<file path="config.mk">
export PLATFORM = sky130hd
export DESIGN_NAME = seq_scan_ctrl
export DESIGN_NICKNAME = d
export VERILOG_FILES = /design/src/rtl/seq_scan_ctrl_pkg.sv /design/src/rtl/seq_match_core.sv /design/src/rtl/seq_scan_ctrl.sv
export SDC_FILE = /design/constraint.sdc
export NUM_CORES = 1
export LEC_CHECK = 0
export CAP_MARGIN = 10
export CORE_MARGIN = 4
export CORE_UTILIZATION = 48
export DETAILED_ROUTE_END_ITERATION = 10
export PLACE_DENSITY = 0.76
export SLEW_MARGIN = 40
export SYNTH_ARGS = -nofsm -noshare
export SYNTH_HDL_FRONTEND = slang
export SYNTH_HIERARCHICAL = 1
export SYNTH_SLANG_ARGS = --single-unit
</file>
<file path="constraint.sdc">
create_clock -name clk -period 2.6 [get_ports clk]
set_input_delay 0.52 -clock clk [delete_from_list [all_inputs] [get_ports clk]]
set_output_delay 0.52 -clock clk [all_outputs]
set_load 0.03 [all_outputs]
</file>
<file path="src/rtl/seq_scan_ctrl_pkg.sv">
// Shared types and constants for the serial pattern scanner.
package seq_scan_ctrl_pkg;
  localparam int PAT_LEN = 4;
  localparam int FILL_W  = $clog2(PAT_LEN + 1);

  typedef enum logic [1:0] {
    ST_IDLE  = 2'd0,
    ST_LOAD  = 2'd1,
    ST_SHIFT = 2'd2,
    ST_DONE  = 2'd3
  } state_e;

  // Fill count stops at PAT_LEN; beyond that only "history is full" matters.
  function automatic logic [FILL_W-1:0] fill_inc(input logic [FILL_W-1:0] f);
    return (f == FILL_W'(PAT_LEN)) ? f : f + 1'b1;
  endfunction
endpackage

</file>
<file path="src/rtl/seq_match_core.sv">
// Bit history, fill tracking and pattern compare for the scanner.
module seq_match_core
  import seq_scan_ctrl_pkg::*;
(
  input  logic               clk,
  input  logic               rst,
  input  logic               i_bit,
  input  logic               i_shift_en,
  input  logic               i_clear,
  input  logic [PAT_LEN-1:0] i_pattern,
  output logic               o_hit
);
  logic [PAT_LEN-1:0] r_hist;
  logic [PAT_LEN-1:0] w_hist_next;
  logic [FILL_W-1:0]  r_fill;
  logic [FILL_W-1:0]  w_fill_next;

  assign w_hist_next = {r_hist[PAT_LEN-2:0], i_bit};
  assign w_fill_next = fill_inc(r_fill);

  // Hit looks at the history including the bit being shifted this cycle.
  assign o_hit = i_shift_en && (w_hist_next == i_pattern) &&
                 (w_fill_next == FILL_W'(PAT_LEN));

  always_ff @(posedge clk or negedge rst) begin
    if (!rst) begin
      r_hist <= '0;
      r_fill <= '0;
    end else if (i_clear) begin
      r_hist <= '0;
      r_fill <= '0;
    end else if (i_shift_en) begin
      r_hist <= w_hist_next;
      r_fill <= w_fill_next;
    end
  end
endmodule

</file>
<file path="src/rtl/seq_scan_ctrl.sv">
// Scans a stream of parallel words, LSB first, for a 4-bit overlapping pattern.
module seq_scan_ctrl
  import seq_scan_ctrl_pkg::*;
#(
  parameter int DATA_W = 8,
  parameter int CNT_W  = 8
) (
  input  logic               clk,
  input  logic               rst,
  input  logic               start,
  input  logic               abort,
  input  logic [PAT_LEN-1:0] pattern,
  input  logic [7:0]         num_words,
  input  logic [DATA_W-1:0]  din,
  input  logic               din_valid,
  output logic               din_ready,
  output logic               busy,
  output logic               match,
  output logic [CNT_W-1:0]   match_cnt,
  output logic               done
);
  localparam int IDX_W = (DATA_W > 1) ? $clog2(DATA_W) : 1;

  state_e              r_state, w_state_next;
  logic [PAT_LEN-1:0]  r_pattern;
  logic [7:0]          r_words;
  logic [DATA_W-1:0]   r_sreg;
  logic [IDX_W-1:0]    r_idx;
  logic                r_match;
  logic [CNT_W-1:0]    r_cnt;

  logic w_start_ok, w_clear, w_accept, w_shift_en, w_last_bit, w_hit;

  // Abort outranks start in IDLE.
  assign w_start_ok = (r_state == ST_IDLE) && start && !abort;
  assign w_clear    = w_start_ok && (num_words != 8'd0);
  assign w_accept   = (r_state == ST_LOAD) && din_valid && !abort;
  assign w_shift_en = (r_state == ST_SHIFT) && !abort;
  assign w_last_bit = (r_idx == IDX_W'(DATA_W - 1));

  seq_match_core u_core (
    .clk        (clk),
    .rst        (rst),
    .i_bit      (r_sreg[0]),
    .i_shift_en (w_shift_en),
    .i_clear    (w_clear),
    .i_pattern  (r_pattern),
    .o_hit      (w_hit)
  );

  always_ff @(posedge clk or negedge rst) begin
    if (!rst) r_state <= ST_IDLE;
    else      r_state <= w_state_next;
  end

  always_comb begin
    w_state_next = r_state;
    din_ready    = 1'b0;
    busy         = 1'b0;
    done         = 1'b0;
    case (r_state)
      ST_IDLE: begin
        if (w_start_ok)
          w_state_next = (num_words == 8'd0) ? ST_DONE : ST_LOAD;
      end
      ST_LOAD: begin
        din_ready = 1'b1;
        busy      = 1'b1;
        if (abort)          w_state_next = ST_IDLE;
        else if (din_valid) w_state_next = ST_SHIFT;
      end
      ST_SHIFT: begin
        busy = 1'b1;
        if (abort)           w_state_next = ST_IDLE;
        else if (w_last_bit) w_state_next = (r_words == 8'd1) ? ST_DONE : ST_LOAD;
      end
      ST_DONE: begin
        done         = 1'b1;
        w_state_next = ST_IDLE;
      end
      default: w_state_next = ST_IDLE;
    endcase
  end

  always_ff @(posedge clk or negedge rst) begin
    if (!rst) begin
      r_pattern <= '0;
      r_words   <= '0;
      r_sreg    <= '0;
      r_idx     <= '0;
      r_match   <= 1'b0;
      r_cnt     <= '0;
    end else begin
      r_match <= 1'b0;
      if (w_start_ok) begin
        r_cnt <= '0;
        if (num_words != 8'd0) begin
          r_pattern <= pattern;
          r_words   <= num_words;
        end
      end
      if (w_accept) begin
        r_sreg <= din;
        r_idx  <= '0;
      end
      if (w_shift_en) begin
        r_sreg  <= r_sreg >> 1;
        r_idx   <= r_idx + 1'b1;
        r_match <= w_hit;
        if (w_last_bit)          r_words <= r_words - 8'd1;
        if (w_hit && r_cnt != '1) r_cnt  <= r_cnt + 1'b1;
      end
    end
  end

  assign match     = r_match;
  assign match_cnt = r_cnt;
endmodule

</file>
=== After elaboration in Yosys (flattened, before gate mapping) ===
Index checks and enable logic that the tools add are counted.

* Bits in registers: 40
* Input bits: 25
* Word-level logic and storage cells: 71

* Add/sub/neg operators: 4
* Equal/unequal tests: 12
* Muxes and demuxes: 28
* Reduce and logical (&&, ||, !) cells: 18

{| class="wikitable"
|+ Operators with widths
! operator !! count
|-
| 8-bit two-way mux || 9
|-
| 3-bit two-way mux || 7
|-
| 2-bit two-way mux || 7
|-
| 3-bit == test (second input constant) || 3
|-
| 1-bit logical AND || 9
|-
| 8-bit by 1-bit adder with 8-bit output (second input constant) || 1
|-
| 8-bit by 1-bit == test with 1-bit output (second input constant) || 1
|-
| 8-bit zero test || 1
|-
| 8-bit inequality test (second input constant) || 1
|-
| 2-bit one-hot mux with 4 select lines || 1
|-
| 8-bit nonzero test || 1
|-
| 8-bit by 1-bit subtractor with 8-bit output (second input constant) || 1
|-
| 3-bit by 1-bit adder with 3-bit output (second input constant) || 2
|-
| 3-bit inequality test (second input constant) || 2
|-
| 2-bit == test (second input constant) || 2
|-
| 4-bit == test || 1
|-
| 1-bit two-way mux || 4
|-
| 2-bit nonzero test || 2
|-
| 3-bit AND reduction || 1
|-
| 2-bit by 1-bit == test with 1-bit output (second input constant) || 1
|-
| 2-bit zero test || 1
|-
| 2-bit inequality test (second input constant) || 1
|-
| 2-bit AND reduction || 1
|-
| 2-bit OR reduction || 1
|-
| 1-bit zero test || 1
|}

=== Logic depth before layout (Yosys ltp) ===
* Word-level depth: 7
* Depth in mapped cells: 11
* Gate-level depth less buffers: 9

=== Modules after synthesis ===
Netlist, hierarchy kept.

{| class="wikitable"
|+ By module, submodules not included
! module !! times used !! cells each !! area each (um2) !! seq. area each (um2)
|-
| seq_scan_ctrl || 1 || 180 || 1940.6 || 850.8
|-
| seq_match_core || 1 || 35 || 374.1 || 150.1
|}

=== Least setup slack after synthesis ===
No wires, ideal clock.

* Path type: flip-flop to flip-flop
* From: register r_state[0]
* To: register r_cnt[5] (netlist: match_cnt[5])
* Data arrival time: 2.498 ns
* Data required time: 2.476 ns
* Setup slack: -0.022 ns
* Stages on the path, launching flop included: 12
* Path buffers: 2
* Period minus slack after synthesis: 2.622 ns
* Cells stage by stage: dfrtp_1 > inv_1 > ha_1 > nor2b_4 > buf_4 > buf_4 > nor4b_1 > and3_1 > nand3b_4 > a41oi_4 > nor2_2 > a211o_1

* Cells in the longest elaborated chain, start to end: 7
* Elaborated cells on any way between the ends: 11
* Those cells by class: 1 x eq/ne; 3 x mux; 7 x reduce/logical

{| class="wikitable"
|+ Ends and longest elaborated chain
! what !! line !! source
|-
| from (decl) || seq_scan_ctrl.sv:24 || <nowiki>state_e r_state, w_state_next;</nowiki>
|-
| from (signal assigned) || seq_scan_ctrl.sv:53 || <nowiki>else r_state <= w_state_next;</nowiki>
|-
| 2-bit == test || seq_scan_ctrl.sv:38 || <nowiki>assign w_shift_en = (r_state == ST_SHIFT) && !abort;</nowiki>
|-
| 1-bit logical AND || seq_scan_ctrl.sv:38 ||
|-
| named net w_shift_en || seq_scan_ctrl.sv:32 || <nowiki>logic w_start_ok, w_clear, w_accept, w_shift_en, w_last_bit, w_hit;</nowiki>
|-
| 1-bit logical AND (2 in a row) || seq_match_core.sv:22 || <nowiki>assign o_hit = i_shift_en && (w_hist_next == i_pattern) &&</nowiki>
|-
| named net w_hit || seq_scan_ctrl.sv:32 ||
|-
| 1-bit logical AND || seq_scan_ctrl.sv:111 || <nowiki>if (w_hit && r_cnt != '1) r_cnt <= r_cnt + 1'b1;</nowiki>
|-
| 8-bit two-way mux || seq_scan_ctrl.sv:111 ||
|-
| 8-bit two-way mux || seq_scan_ctrl.sv:106 || <nowiki>if (w_shift_en) begin</nowiki>
|-
| to (signal assigned) || seq_scan_ctrl.sv:111 ||
|-
| to (decl) || seq_scan_ctrl.sv:30 || <nowiki>logic [CNT_W-1:0] r_cnt;</nowiki>
|}

The timed path passes the listed nets, and every way through them passes these cells.
A chain may end at the register's enable or synchronous reset.

=== Worst setup path in the final report ===
* From: register r_state[1]
* To: output din_ready

* Cells in the longest elaborated chain, start to end: 2

{| class="wikitable"
|+ Ends and longest elaborated chain
! what !! line !! source
|-
| 2-bit by 1-bit == test with 1-bit output || seq_scan_ctrl.sv:61 || <nowiki>case (r_state)</nowiki>
|-
| 1-bit two-way mux || seq_scan_ctrl.sv:61 ||
|-
| to (decl) || seq_scan_ctrl.sv:16 || <nowiki>output logic din_ready,</nowiki>
|}

No other way between the ends.

==> flow_metrics.env <==
export IMPL_outcome="completed"
export IMPL_drive_gt1_frac=0.151
export IMPL_drt_total_wl_um=4650
export IMPL_postCtsSetupBuffers=0
export IMPL_regArea_um2=1000
export IMPL_synth_top_cell_by_area="dfrtp_1"
export IMPL_netlist_area_leader_share=0.432
export IMPL_tns_ns=0
export IMPL_ios=37
export IMPL_synth_common_cells="40 x dfrtp_1, 17 x nand2_1, 15 x nor2_1, 15 x o21ai_0"
export IMPL_syn_cell_area_um2=2310
export IMPL_cts_htree_levels=2
export IMPL_avgSynthCellArea_um2=10.8
export IMPL_fillerInstances=392
export IMPL_critical_path_class="register to output port"
export IMPL_dp_hpwl_um=3400
export IMPL_avgViaCountPerCell=5.72
export IMPL_rsz0062_at_grt="false"
export IMPL_numCtsBuffers=5
export IMPL_use_met2=0.255
export IMPL_tightest_slew_ns=0.515
export IMPL_hold_viol=0
export IMPL_drcViolationCount=0
export IMPL_end_kind="output port"
export IMPL_grt_pass1_wl_um=8240
export IMPL_min_path_type="input pin to async pin"
export IMPL_die_w_um=77.4
export IMPL_synth_most_common_cell="dfrtp_1"
export IMPL_wl_per_cell_um=14.8
export IMPL_num_rows=25
export IMPL_design_die_area_um2=6000
export IMPL_synth_edff_count=0
export IMPL_finalClockSkew_ns=0.00486
export IMPL_n_antenna_cell=0
export IMPL_cts_sinks=40
export IMPL_grt_use_met3=0.0441
export IMPL_grt_pass1_vias=1759
export IMPL_layout_nets=295
export IMPL_path_max_fanout=5
export IMPL_ys_warn_count=6
export IMPL_ir_drop_mv=0.666
export IMPL_clock_root_buffer="clkbuf_8"
export IMPL_hold_buffers=0
export IMPL_slew_headroom=0.657
export IMPL_multiInputGateArea_um2=1230
export IMPL_setup_viol=0
export IMPL_critical_path_required_ns=2.08
export IMPL_synth_cells=215
export IMPL_port_buffers=36
export IMPL_first_iter_violations=104
export IMPL_clk_latency_ns=0.29
export IMPL_yosysSeqAreaShare=0.432
export IMPL_period_needed_ns=2.29
export IMPL_critPathLaunchType="register"
export IMPL_drtPass1Iterations=4
export IMPL_drv_cap=0
export IMPL_area_growth_syn_to_layout_pct=23.9
export IMPL_leakagePower_nw=1.31
export IMPL_die_h_um=77.4
export IMPL_grt_busiest_layer="met2"
export IMPL_synth_distinct_cells=55
export IMPL_cts_tree="yes"
export IMPL_min_period_over_period=0.881
export IMPL_start_util=0.493
export IMPL_synth_seq_cells=40
export IMPL_slew_violations=0
export IMPL_overflow=0
export IMPL_powerDensity_nw_per_um2=893
export IMPL_vias=1791
export IMPL_grt_total_usage=0.171
export IMPL_grt_use_met1=0.238
export IMPL_place_congestion=0.821
export IMPL_design_core_area_um2=4690
export IMPL_arrival_ns=1.77
export IMPL_async_flop_share=1.00
export IMPL_clk_pin_slew_ns=0.08
export IMPL_antenna_found_initial=0
export IMPL_cts_resized=0
export IMPL_syn_nets=252
export IMPL_power_mw=2.56
export IMPL_clockBufferDepth=2
export IMPL_grt_max_degree=41
export IMPL_synthTopCellsByArea="dfrtp_1 43%, ha_1 6.5%, mux2i_1 5.2%"
export IMPL_fmax_ghz=0.437
export IMPL_antenna_left=0
export IMPL_yosys_most_used_dff="dfrtp_1"
## layout by cell type, fill, tap and decap left out, types with 6 or more instances in the layout
master / instances
dfrtp_1: 40
ha_1: 11
clkdlybuf4s50_1: 35
nand3_1: 6
o21ai_0: 15
clkbuf_8: 7
nor2_1: 15
inv_1: 10
mux2i_1: 12
nand2_1: 17
buf_4: 7
## metal layers
| metal | routed length (um) | vias to the layer above |
|---|---|---|
| met3 | 228 | 7 |
| met4 | 78 | 0 |
| met1 | 2240 | 866 |
| li1 | - | 873 |
| met5 | 0 | - |
| met2 | 2100 | 45 |
## worst paths after layout
| path | start | endpoint | slack, ns | cells past startpoint |
|---|---|---|---|---|
| worst max-delay path | r_state[1] | din_ready | 0.31 | 3 |
| worst min-delay path | rst | match_cnt[7] | 0.20 | 1 |
| worst max register to register | u_core/r_fill[0] | match_cnt[7] | 0.34 | 9 |
| worst min register to register | r_sreg[5] | r_sreg[5] | 0.49 | 2 |
| max in group asynchronous | rst | u_core/r_fill[0] | 2.05 | 1 |
| min in group clk | r_sreg[5] | r_sreg[5] | 0.49 | 2 |
## registers in the layout, indices dropped and copies added (netlist names)
register	count
match_cnt	8
r_sreg	8
r_words	8
r_pattern	4
r_idx	3
u_core/r_fill	3
u_core/r_hist	3
r_state	2
match	1
## logic make-up (layout without fill, tap and decap cells)
group | after synthesis | in the layout | synth area share
simple gates | 69 | 69 | 0.174
buf+inv | 17 | 61 | 0.0389
flops | 40 | 40 | 0.432
xor+xnor | 7 | 7 | 0.0265
mux | 18 | 18 | 0.0876
fa+ha+maj | 12 | 12 | 0.0649
compound gates | 52 | 52 | 0.176
## cell type report
cell class,count,area share
clock buffers,7,0.0336
clock inverters,1,0.0105
inverters,11,0.0153
multi-input cells,158,0.428
flip-flops and latches,40,0.349
well taps,54,0.0236
repair buffers,42,0.140
## stage by stage
step	worst slack [ns]	hold WS [ns]	instance area (um2)	utilization	cells
floorplan	0.0350	0.224	2320	-	215
global placement	0.170	0.464	2740	0.584	305
detailed placement	0.136	0.471	2740	0.584	305
CTS	0.288	0.204	2870	0.611	313
global route	0.200	0.231	2870	0.611	313
finish	0.311	0.195	2870	0.611	313
## critical path, stage by stage, from the launching register on
cell             delay [ns]
dfrtp_1                0.42
inv_1                  0.11
ha_1                   0.24
clkdlybuf4s50_1        0.70
## power by group
part	switching [mW]	total [mW]	internal (mW)
combinational	0.509	0.984	0.475
sequential	0.184	1.02	0.836
clock	0.217	0.556	0.339
Power figures use the tool's default switching activity.
